**config.mk**
```make
export PLATFORM = sky130hd
export DESIGN_NAME = mem_port_arbiter
export DESIGN_NICKNAME = d
export VERILOG_FILES = /design/src/rtl/mem_port_arbiter.sv
export SDC_FILE = /design/constraint.sdc
export NUM_CORES = 1
export LEC_CHECK = 0
export ABC_AREA = 1
export CAP_MARGIN = 20
export CORE_AREA = 2 2 145 147
export CTS_CLUSTER_DIAMETER = 150
export CTS_CLUSTER_SIZE = 40
export DETAILED_ROUTE_END_ITERATION = 16
export DIE_AREA = 0 0 147 149
export GPL_ROUTABILITY_DRIVEN = 0
export PLACE_DENSITY = 0.8
export SLEW_MARGIN = 20
export SYNTH_ARGS = -nofsm -noshare
export SYNTH_HDL_FRONTEND = slang
export SYNTH_SLANG_ARGS = --single-unit
```
**constraint.sdc**
```tcl
create_clock -name clk_in -period 2.7 [get_ports clk_in]
set_input_delay 0.54 -clock clk_in [delete_from_list [all_inputs] [get_ports clk_in]]
set_output_delay 0.54 -clock clk_in [all_outputs]
set_load 0.01 [all_outputs]
```
**src/rtl/mem_port_arbiter.sv**
```systemverilog
// mem_port_arbiter: shares one byte-wide RAM port between IF fetches and MEM loads/stores.
// Define ARB_FAIR_EN for round-robin tie-breaking; otherwise MEM always beats IF.
module mem_port_arbiter #(
  parameter int ADDR_W = 32,
  parameter int XLEN   = 32
) (
  input  logic              clk_in,
  input  logic              rst_in,
  input  logic              rdy_in,
  input  logic              if_req_in,
  input  logic [ADDR_W-1:0] if_addr_in,
  input  logic              if_cancel_in,
  output logic              if_done_out,
  output logic [XLEN-1:0]   if_data_out,
  output logic              if_busy_out,
  input  logic              mem_req_in,
  input  logic              mem_wr_in,
  input  logic [1:0]        mem_len_in,
  input  logic [ADDR_W-1:0] mem_addr_in,
  input  logic [XLEN-1:0]   mem_wdata_in,
  output logic              mem_done_out,
  output logic [XLEN-1:0]   mem_rdata_out,
  output logic              mem_busy_out,
  input  logic [7:0]        ram_din_in,
  output logic [7:0]        ram_dout_out,
  output logic [ADDR_W-1:0] ram_a_out,
  output logic              ram_wr_out
);
  localparam int NB = XLEN / 8;
  localparam int CW = $clog2(NB + 2);
  typedef enum logic {IDLE, BUSY} state_t;
  state_t state, state_nx;
  logic [CW-1:0] cyc, cyc_nx, n_q, n_nx, bi;
  logic own_mem, own_nx, wr_q, wr_nx, stl, stl_nx;
  logic [ADDR_W-1:0] base, base_nx, ram_a_nx;
  logic [XLEN-1:0] wd_q, wd_nx, acc, acc_nx, if_data_nx, mem_rdata_nx;
  logic [7:0] ram_dout_nx;
  logic ram_wr_q, ram_wr_nx, if_done_nx, mem_done_nx;
  logic if_ok, gnt_mem, gnt_if, cap, fin, abort;
`ifdef ARB_FAIR_EN
  logic last_mem, last_nx;
`endif
  assign if_ok = if_req_in & ~if_cancel_in;
`ifdef ARB_FAIR_EN
  assign gnt_mem = mem_req_in & (~if_ok | ~last_mem);
`else
  assign gnt_mem = mem_req_in;
`endif
  assign gnt_if = if_ok & ~gnt_mem;
  assign bi = cyc - CW'(2);
  // The byte in flight when rdy drops is caught on the first stalled edge; the held address is re-read on resume.
  assign cap = state == BUSY & ~wr_q & cyc >= CW'(2) & ~stl;
  assign fin = wr_q ? cyc == n_q : cyc == n_q + CW'(1);
  assign abort = ~own_mem & if_cancel_in;
  assign ram_wr_out = ram_wr_q & rdy_in;
  assign if_busy_out = (if_req_in & ~if_done_out) | (state == BUSY & ~own_mem);
  assign mem_busy_out = (mem_req_in & ~mem_done_out) | (state == BUSY & own_mem);
  always_comb begin
    state_nx = state;
    cyc_nx = cyc;
    n_nx = n_q;
    own_nx = own_mem;
    wr_nx = wr_q;
    base_nx = base;
    wd_nx = wd_q;
    acc_nx = acc;
    stl_nx = 1'b1;
    ram_a_nx = ram_a_out;
    ram_dout_nx = ram_dout_out;
    ram_wr_nx = ram_wr_q;
    if_done_nx = 1'b0;
    mem_done_nx = 1'b0;
    if_data_nx = if_data_out;
    mem_rdata_nx = mem_rdata_out;
`ifdef ARB_FAIR_EN
    last_nx = last_mem;
`endif
    for (int i = 0; i < NB; i++)
      if (cap && bi == CW'(i)) acc_nx[8*i +: 8] = ram_din_in;
    if (rdy_in) begin
      stl_nx = 1'b0;
      if (state == IDLE) begin
        if (gnt_mem | gnt_if) begin
          state_nx = BUSY;
          cyc_nx = CW'(1);
          own_nx = gnt_mem;
          wr_nx = gnt_mem & mem_wr_in;
          n_nx = ~gnt_mem ? CW'(NB) : mem_len_in == 2'd0 ? CW'(1) : mem_len_in == 2'd1 ? CW'(2) : CW'(NB);
          base_nx = gnt_mem ? mem_addr_in : if_addr_in;
          wd_nx = gnt_mem ? mem_wdata_in : '0;
          acc_nx = '0;
          ram_a_nx = base_nx;
          ram_dout_nx = wd_nx[7:0];
          ram_wr_nx = wr_nx;
`ifdef ARB_FAIR_EN
          last_nx = gnt_mem;
`endif
        end
      end else if (fin | abort) begin
        state_nx = IDLE;
        cyc_nx = '0;
        ram_wr_nx = 1'b0;
        if_done_nx = ~own_mem & ~abort;
        mem_done_nx = own_mem;
        if_data_nx = if_done_nx ? acc_nx : if_data_out;
        mem_rdata_nx = own_mem & ~wr_q ? acc_nx : mem_rdata_out;
      end else begin
        cyc_nx = cyc + CW'(1);
        ram_wr_nx = wr_q & (cyc < n_q);
        if (cyc < n_q) begin
          ram_a_nx = base + ADDR_W'(cyc);
          ram_dout_nx = 8'(wd_q >> (8 * cyc));
        end
      end
    end
  end
  always_ff @(posedge clk_in or negedge rst_in) begin
    if (!rst_in) begin
      state <= IDLE;
      cyc <= '0;
      n_q <= '0;
      own_mem <= 1'b0;
      wr_q <= 1'b0;
      base <= '0;
      wd_q <= '0;
      acc <= '0;
      stl <= 1'b0;
      ram_a_out <= '0;
      ram_dout_out <= '0;
      ram_wr_q <= 1'b0;
      if_done_out <= 1'b0;
      mem_done_out <= 1'b0;
      if_data_out <= '0;
      mem_rdata_out <= '0;
`ifdef ARB_FAIR_EN
      last_mem <= 1'b0;
`endif
    end else begin
      state <= state_nx;
      cyc <= cyc_nx;
      n_q <= n_nx;
      own_mem <= own_nx;
      wr_q <= wr_nx;
      base <= base_nx;
      wd_q <= wd_nx;
      acc <= acc_nx;
      stl <= stl_nx;
      ram_a_out <= ram_a_nx;
      ram_dout_out <= ram_dout_nx;
      ram_wr_q <= ram_wr_nx;
      if_done_out <= if_done_nx;
      mem_done_out <= mem_done_nx;
      if_data_out <= if_data_nx;
      mem_rdata_out <= mem_rdata_nx;
`ifdef ARB_FAIR_EN
      last_mem <= last_nx;
`endif
    end
  end
endmodule
```
==> results of run 1 <==
## flip-flops by register name, indices dropped and copies added (netlist names)
name	count
acc	32
base	32
cyc	3
if_data_out	32
if_done_out	1
mem_done_out	1
mem_rdata_out	32
n_q	3
own_mem	1
ram_a_out	32
ram_dout_out	8
ram_wr_q	1
state	1
stl	1
wd_q	32
wr_q	1
## cell families (layout without fill, tap and decap cells)
logic type	after synthesis	count (layout)	synth area share, %
AO/OA/AOI/OAI	245	245	12.41
XOR/XNOR	4	4	0.3361
adder cells (fa/ha/maj)	13	13	1.632
buffers and inverters	178	365	6.984
flip-flops	213	213	51.12
multiplexers	4	4	0.3840
other	0	1	0
AND/OR/NAND/NOR	705	705	27.13
## layout make-up
type                       count  area [um2]
tap                          275       344.1
fill                        1737        7386
sequential                   213        5331
multi-input combinational    971        4384
antenna                        1       2.502
clock buffer                  10       229.0
inverter                     110       412.9
clock inverter                 1       30.03
timing repair buffer         244        2437
## per-stage QoR
stage	hold WS [ps]	instance area, um2
floorplan	244.4	10430
global placement	461.4	12910
detailed placement	468.9	12910
CTS	38.06	13170
global route	40.58	13170
finish	20.83	13170
## per-layer routing
| layer | share of wire, % | GRT usage [%] | vias up |
|---|---|---|---|
| li1 | - | - | 4690 |
| met1 | 43 | 36.13 | 4485 |
| met2 | 46 | 42.44 | 414 |
| met3 | 8.2 | 4.862 | 57 |
| met4 | 2.6 | 6.779 | 2 |
| met5 | 0.046 | 0 | - |
## final timing paths
kind | to | start | cells past startpoint
max | if_data_out[28] | cyc[0] | 11
min | mem_rdata_out[22] | rst_in | 1
max reg2reg | if_data_out[28] | cyc[0] | 11
min reg2reg | wd_q[4] | wd_q[4] | 2
max in group asynchronous | ram_a_out[26] | rst_in | 2
min in group clk_in | wd_q[4] | wd_q[4] | 2
## worst max-delay path: stages, from the launching register on
cell and delay, ps:
dfrtp_1 500, clkinv_1 230, ha_1 350, nor2_1 50
nand2_1 60, nor2_1 40, nand3_1 100, nand3_2 130
nand2_2 80, buf_4 490, nand2_1 140, o21ai_1 110
## timing repair
action                                  in CTS  in global routing
endpoints found under the setup margin       0                  1
gates resized for setup                      0                  1
setup buffers                                0                  0
## power breakdown
| part | switching (uW) | internal (uW) | total [uW] |
|---|---|---|---|
| Clock | 1010 | 637 | 1650 |
| Combinational | 3560 | 2670 | 6220 |
| Sequential | 902 | 4500 | 5400 |
| Total | 5470 | 7800 | 13300 |
## placed cells by master (no fill, tap or decap), types with 2 or more instances in the layout
cell | synthesis | final
a22oi_1 | 2 | 2
ha_1 | 12 | 12
nand3_2 | 2 | 3
nand4_1 | 5 | 5
buf_12 | 0 | 4
nand3_1 | 73 | 72
clkinv_1 | 2 | 2
inv_2 | 2 | 2
o21ai_1 | 89 | 89
a31oi_1 | 5 | 5
o21ai_0 | 113 | 113
inv_1 | 106 | 106
a21o_1 | 2 | 2
nand2_1 | 508 | 507
nor4_1 | 2 | 2
clkdlybuf4s50_1 | 0 | 219
o21ai_2 | 8 | 8
nor2_1 | 98 | 98
dfrtp_1 | 213 | 212
buf_4 | 3 | 18
xnor2_1 | 2 | 2
or2_2 | 2 | 2
mux2i_1 | 4 | 4
o22ai_1 | 4 | 4
clkbuf_16 | 0 | 9
nand2_4 | 4 | 4
xor2_1 | 2 | 2
a21oi_1 | 19 | 18
nand2_2 | 8 | 9
==> qor.csv, run 1 <==
stage,metric,value,unit
outcome,status,"finished, final reports clean",
logic_synthesis,Synth Flop Type,dfrtp_1,
placed_design,DP Cell Count,1813,
power_and_ir_drop,"Power, Total",13270,uW
logic_synthesis,Synth Instances,1362,
setup_path,CP endpoint kind,register,
final_layout,layout cells sized above 1,4.390,%
sta,Final setup viols,0,
routing,Vias/cell,5.287,
min_path,HP Class,in -> async,
logic_synthesis,sequential fraction of the synthesis area,51.12,%
floorplan,I/O pin cnt,222,
sta,Final Hold Vio Count,0,
routing,Final ANT Viol Nets,0,
final_layout,Non-Filler Instances,1825,
routing,routed vias,9648,
routing,DRT Pass-1 Iters,6,
placed_design,DP HPWL,20160,um
final_layout,fin nets,1675,
sta,max-slew violation count,0,
power_and_ir_drop,cell leakage power,0.006332,uW
routing,WL/cell,15.45,um
setup_path,"Req. time, crit path",3110,ps
grt,GRT Overall Usage,25.97,%
power_and_ir_drop,PwrDens,1007,mW/mm2
sta,fmax,416.5,MHz
placed_design,Place WS,319.7,ps
clock_tree,H-tree depth,1,
logic_synthesis,Synth area leader,dfrtp_1,
clock_tree,Num CTS Buffers,9,
grt,initial antenna violation count,2,
power_and_ir_drop,maximum VDD drop,0.0005757,V
floorplan,row count,53,
sta,Final Cycle Share,88.93,%
floorplan,core area,0.02056,mm2
routing,initial detailed-routing violation count,859,
sta,relative max-transition margin,58.19,%
logic_synthesis,Yosys warning total,0,
final_layout,Area Growth Syn to Fin,26.33,%
logic_synthesis,syn_nets,1488,
grt,gr ovfl total,0,
logic_synthesis,asr flop ratio synth,100.0,%
logic_synthesis,most frequent cell after synthesis,nand2_1,
clock_tree,CTS tree,done,
setup_path,R2R Setup Slk,300,ps
sta,Period minus WS final,2401,ps
clock_tree,CTS root buffer,clkbuf_16,
clock_tree,Clock Latency Late Sink,500,ps
routing,final WL,28190,um
clock_tree,cts hold-fix bufs,0,
setup_path,crit path kind,reg -> reg,
sta,Final Worst Setup Slack,299.0,ps
grt,largest net degree at the start of global routing,66,
job,max cap viols,0,
setup_path,crit path launch type,register,
logic_synthesis,Yosys top cell area share,51.12,%
logic_synthesis,register bit total from synthesis,213,
clock_tree,Clock Pin Slew Worst Setup and Hold Paths,140,ps
final_layout,final core occ,64.07,%
clock_tree,Longest Clk Path Bufs,3,
floorplan,chip height,149,um
logic_synthesis,post-synthesis cell type count,36,
sta,RSZ-0062 raised after global routing,false,
setup_path,Crit Path Max Fanout,65,
grt,first-pass GRT wire length,45840,um
placed_design,Buffers on Ports,221,
logic_synthesis,"EDFF count, synth",0,
sta,Tightest Pin Transition,627.1,ps
floorplan,Die W,147,um
floorplan,Initial Util,50.72,%
setup_path,CP arrival,2810,ps
grt,vias in the first global route,9063,
routing,DRC violations left,0,
floorplan,die area,0.02190,mm2
clock_tree,Clock Sink Count,213,
logic_synthesis,Mapped Area,0.01043,mm2
logic_synthesis,"top cells by area, synth","dfrtp_1, nand2_1, o21ai_0",
sta,Clock Skew,45.48,ps
sta,Fin Setup TNS,0,ps
logic_synthesis,synthesized area per cell,7.655,um2
logic_synthesis,"top cells by count, synth","nand2_1, dfrtp_1, o21ai_0, inv_1, nor2_1",
(Power assumes the default switching activity.)
==> inputs of run 2 (changes only) <==
--- a/config.mk
+++ b/config.mk
@@ -7,13 +7,13 @@
 export LEC_CHECK = 0
 export ABC_AREA = 1
 export CAP_MARGIN = 20
-export CORE_AREA = 2 2 145 147
+export CORE_AREA = 2 2 156 158
 export CTS_CLUSTER_DIAMETER = 150
 export CTS_CLUSTER_SIZE = 40
 export DETAILED_ROUTE_END_ITERATION = 16
-export DIE_AREA = 0 0 147 149
+export DIE_AREA = 0 0 158 160
 export GPL_ROUTABILITY_DRIVEN = 0
-export PLACE_DENSITY = 0.8
+export PLACE_DENSITY = 0.71
 export SLEW_MARGIN = 20
 export SYNTH_ARGS = -nofsm -noshare
 export SYNTH_HDL_FRONTEND = slang
==> qor.csv, run 2 (synthesis results as in run 1) <==
stage,metric,value,unit
sta,hold_ws,64.77,ps
clock_tree,post-CTS resize count,0,
grt,first-pass GRT wire length,45480,um
routing,routed vias,9398,
setup_path,crit path launch type,register,
clock_tree,Longest Clk Path Bufs,3,
grt,largest net degree at the start of global routing,75,
floorplan,core area,0.02382,mm2
power_and_ir_drop,maximum VDD drop,0.0005850,V
routing,initial detailed-routing violation count,621,
sta,max-slew violation count,0,
final_layout,"commonest non-fill, non-tap cell in the layout",nand2_1,
setup_path,dominant delay contributor by cell family on the critical path,compound AO/OA/AOI/OAI gates,
job,max cap viols,0,
clock_tree,Clock Sink Count,213,
setup_path,CP arrival,2930,ps
setup_path,"Slowest-stage cell, CP",a21oi_2,
min_path,HP Class,in -> async,
setup_path,crit path kind,reg -> reg,
sta,Final setup viols,0,
grt,vias in the first global route,8917,
sta,Final Cycle Share,92.45,%
sta,fmax,400.6,MHz
placed_design,DP Cell Count,1868,
grt,initial antenna violation count,2,
clock_tree,Num CTS Buffers,9,
final_layout,final core occ,55.87,%
floorplan,die area,0.02528,mm2
placed_design,Buffers on Ports,221,
grt,GRT Overall Usage,22.30,%
clock_tree,Clock Pin Slew Worst Setup and Hold Paths,150,ps
routing,Vias/cell,5.002,
setup_path,worst path bufs/invs,3,
final_layout,Area Growth Syn to Fin,27.65,%
floorplan,I/O pin cnt,222,
clock_tree,Clock Latency Late Sink,480,ps
sta,Tightest Pin Transition,832.4,ps
setup_path,Critical path origin,n_q[2],
power_and_ir_drop,"Power, Total",13290,uW
floorplan,Die W,158,um
power_and_ir_drop,cell leakage power,0.006373,uW
sta,RSZ-0062 raised after global routing,false,
sta,Final Hold Vio Count,0,
floorplan,row count,57,
final_layout,fillers,2287,
final_layout,"commonest cells after routing, fill and taps aside","nand2_1, clkdlybuf4s50_1, dfrtp_1",
setup_path,critical-path cell list,"inv_1, ha_1, nand2_1, inv_1, nor3_1, nand4_1, a21oi_2, buf_12, nand2_1, nand2_1",
routing,WL/cell,14.78,um
setup_path,CP endpoint kind,register,
final_layout,fin nets,1681,
routing,final WL,27770,um
setup_path,CP max stage delay,720,ps
routing,DRC violations left,0,
sta,Fin Setup TNS,0,ps
outcome,status,"finished, final reports clean",
setup_path,Crit Reg-Reg Startpoint,n_q[2],
routing,Final ANT Viol Nets,0,
placed_design,DP HPWL,20260,um
grt,gr ovfl total,0,
clock_tree,H-tree depth,1,
sta,Period minus WS final,2496,ps
clock_tree,cts hold-fix bufs,0,
floorplan,Initial Util,43.77,%
routing,DRT Pass-1 Iters,5,
clock_tree,CTS root buffer,clkbuf_16,
floorplan,chip height,160,um
final_layout,ant diodes,0,
clock_tree,post-CTS setup repair buffer count,0,
final_layout,Non-Filler Instances,1879,
sta,relative max-transition margin,44.51,%
power_and_ir_drop,PwrDens,998.8,mW/mm2
setup_path,Critical Path Most Common Cell,nand2_1,
clock_tree,CTS tree,done,
final_layout,layout cells sized above 1,4.759,%
sta,Clock Skew,34.34,ps
setup_path,"Req. time, crit path",3130,ps
setup_path,Crit Path Max Fanout,19,
==> run 2: report_power, final <==
group | total (uW) | leakage (uW) | switching (uW) | internal, uW
Sequential | 5350 | 0.00280 | 856 | 4500
Clock | 1640 | 0.000123 | 1000 | 636
Combinational | 6300 | 0.00345 | 3580 | 2720
==> run 2: area by class of cell <==
type | count | area (um2) | area share, %
flip-flops and latches | 213 | 5331 | 40.06
multi-input cells | 971 | 4384 | 32.94
repair buffers | 250 | 2516 | 18.91
inverters | 110 | 412.9 | 3.102
well taps | 324 | 405.4 | 3.046
clock buffers | 10 | 229.0 | 1.720
clock inverters | 1 | 30.03 | 0.2256
==> run 2: per-layer routing <==
layer  global-route usage, %  wire (um)  vias up
met5                       0         13        -
li1                        -          -     4708
met3                   3.419       1749       41
met4                   5.815        739        2
met1                   32.36      12970     4361
met2                   35.06      12300      286
==> run 2: through the flow <==
step	setup slack (ps)	cell area, um2
2_1_floorplan	275.7	10430
3_3_place_gp	185.5	13050
3_5_place_dp	138.2	13050
4_1_cts	214.7	13310
5_1_grt	14.05	13310
6_report	203.9	13310
==> run 2: worst paths after layout <==
check / end / slack [ps] / depth (start not counted)
worst max-delay path: ram_a_out[2] / 200 / 10
worst min-delay path: if_data_out[22] / 60 / 1
worst max register to register: ram_a_out[2] / 200 / 10
worst min register to register: mem_rdata_out[17] / 500 / 2
max in group asynchronous: if_data_out[1] / 1930 / 2
min in group clk_in: mem_rdata_out[17] / 500 / 2
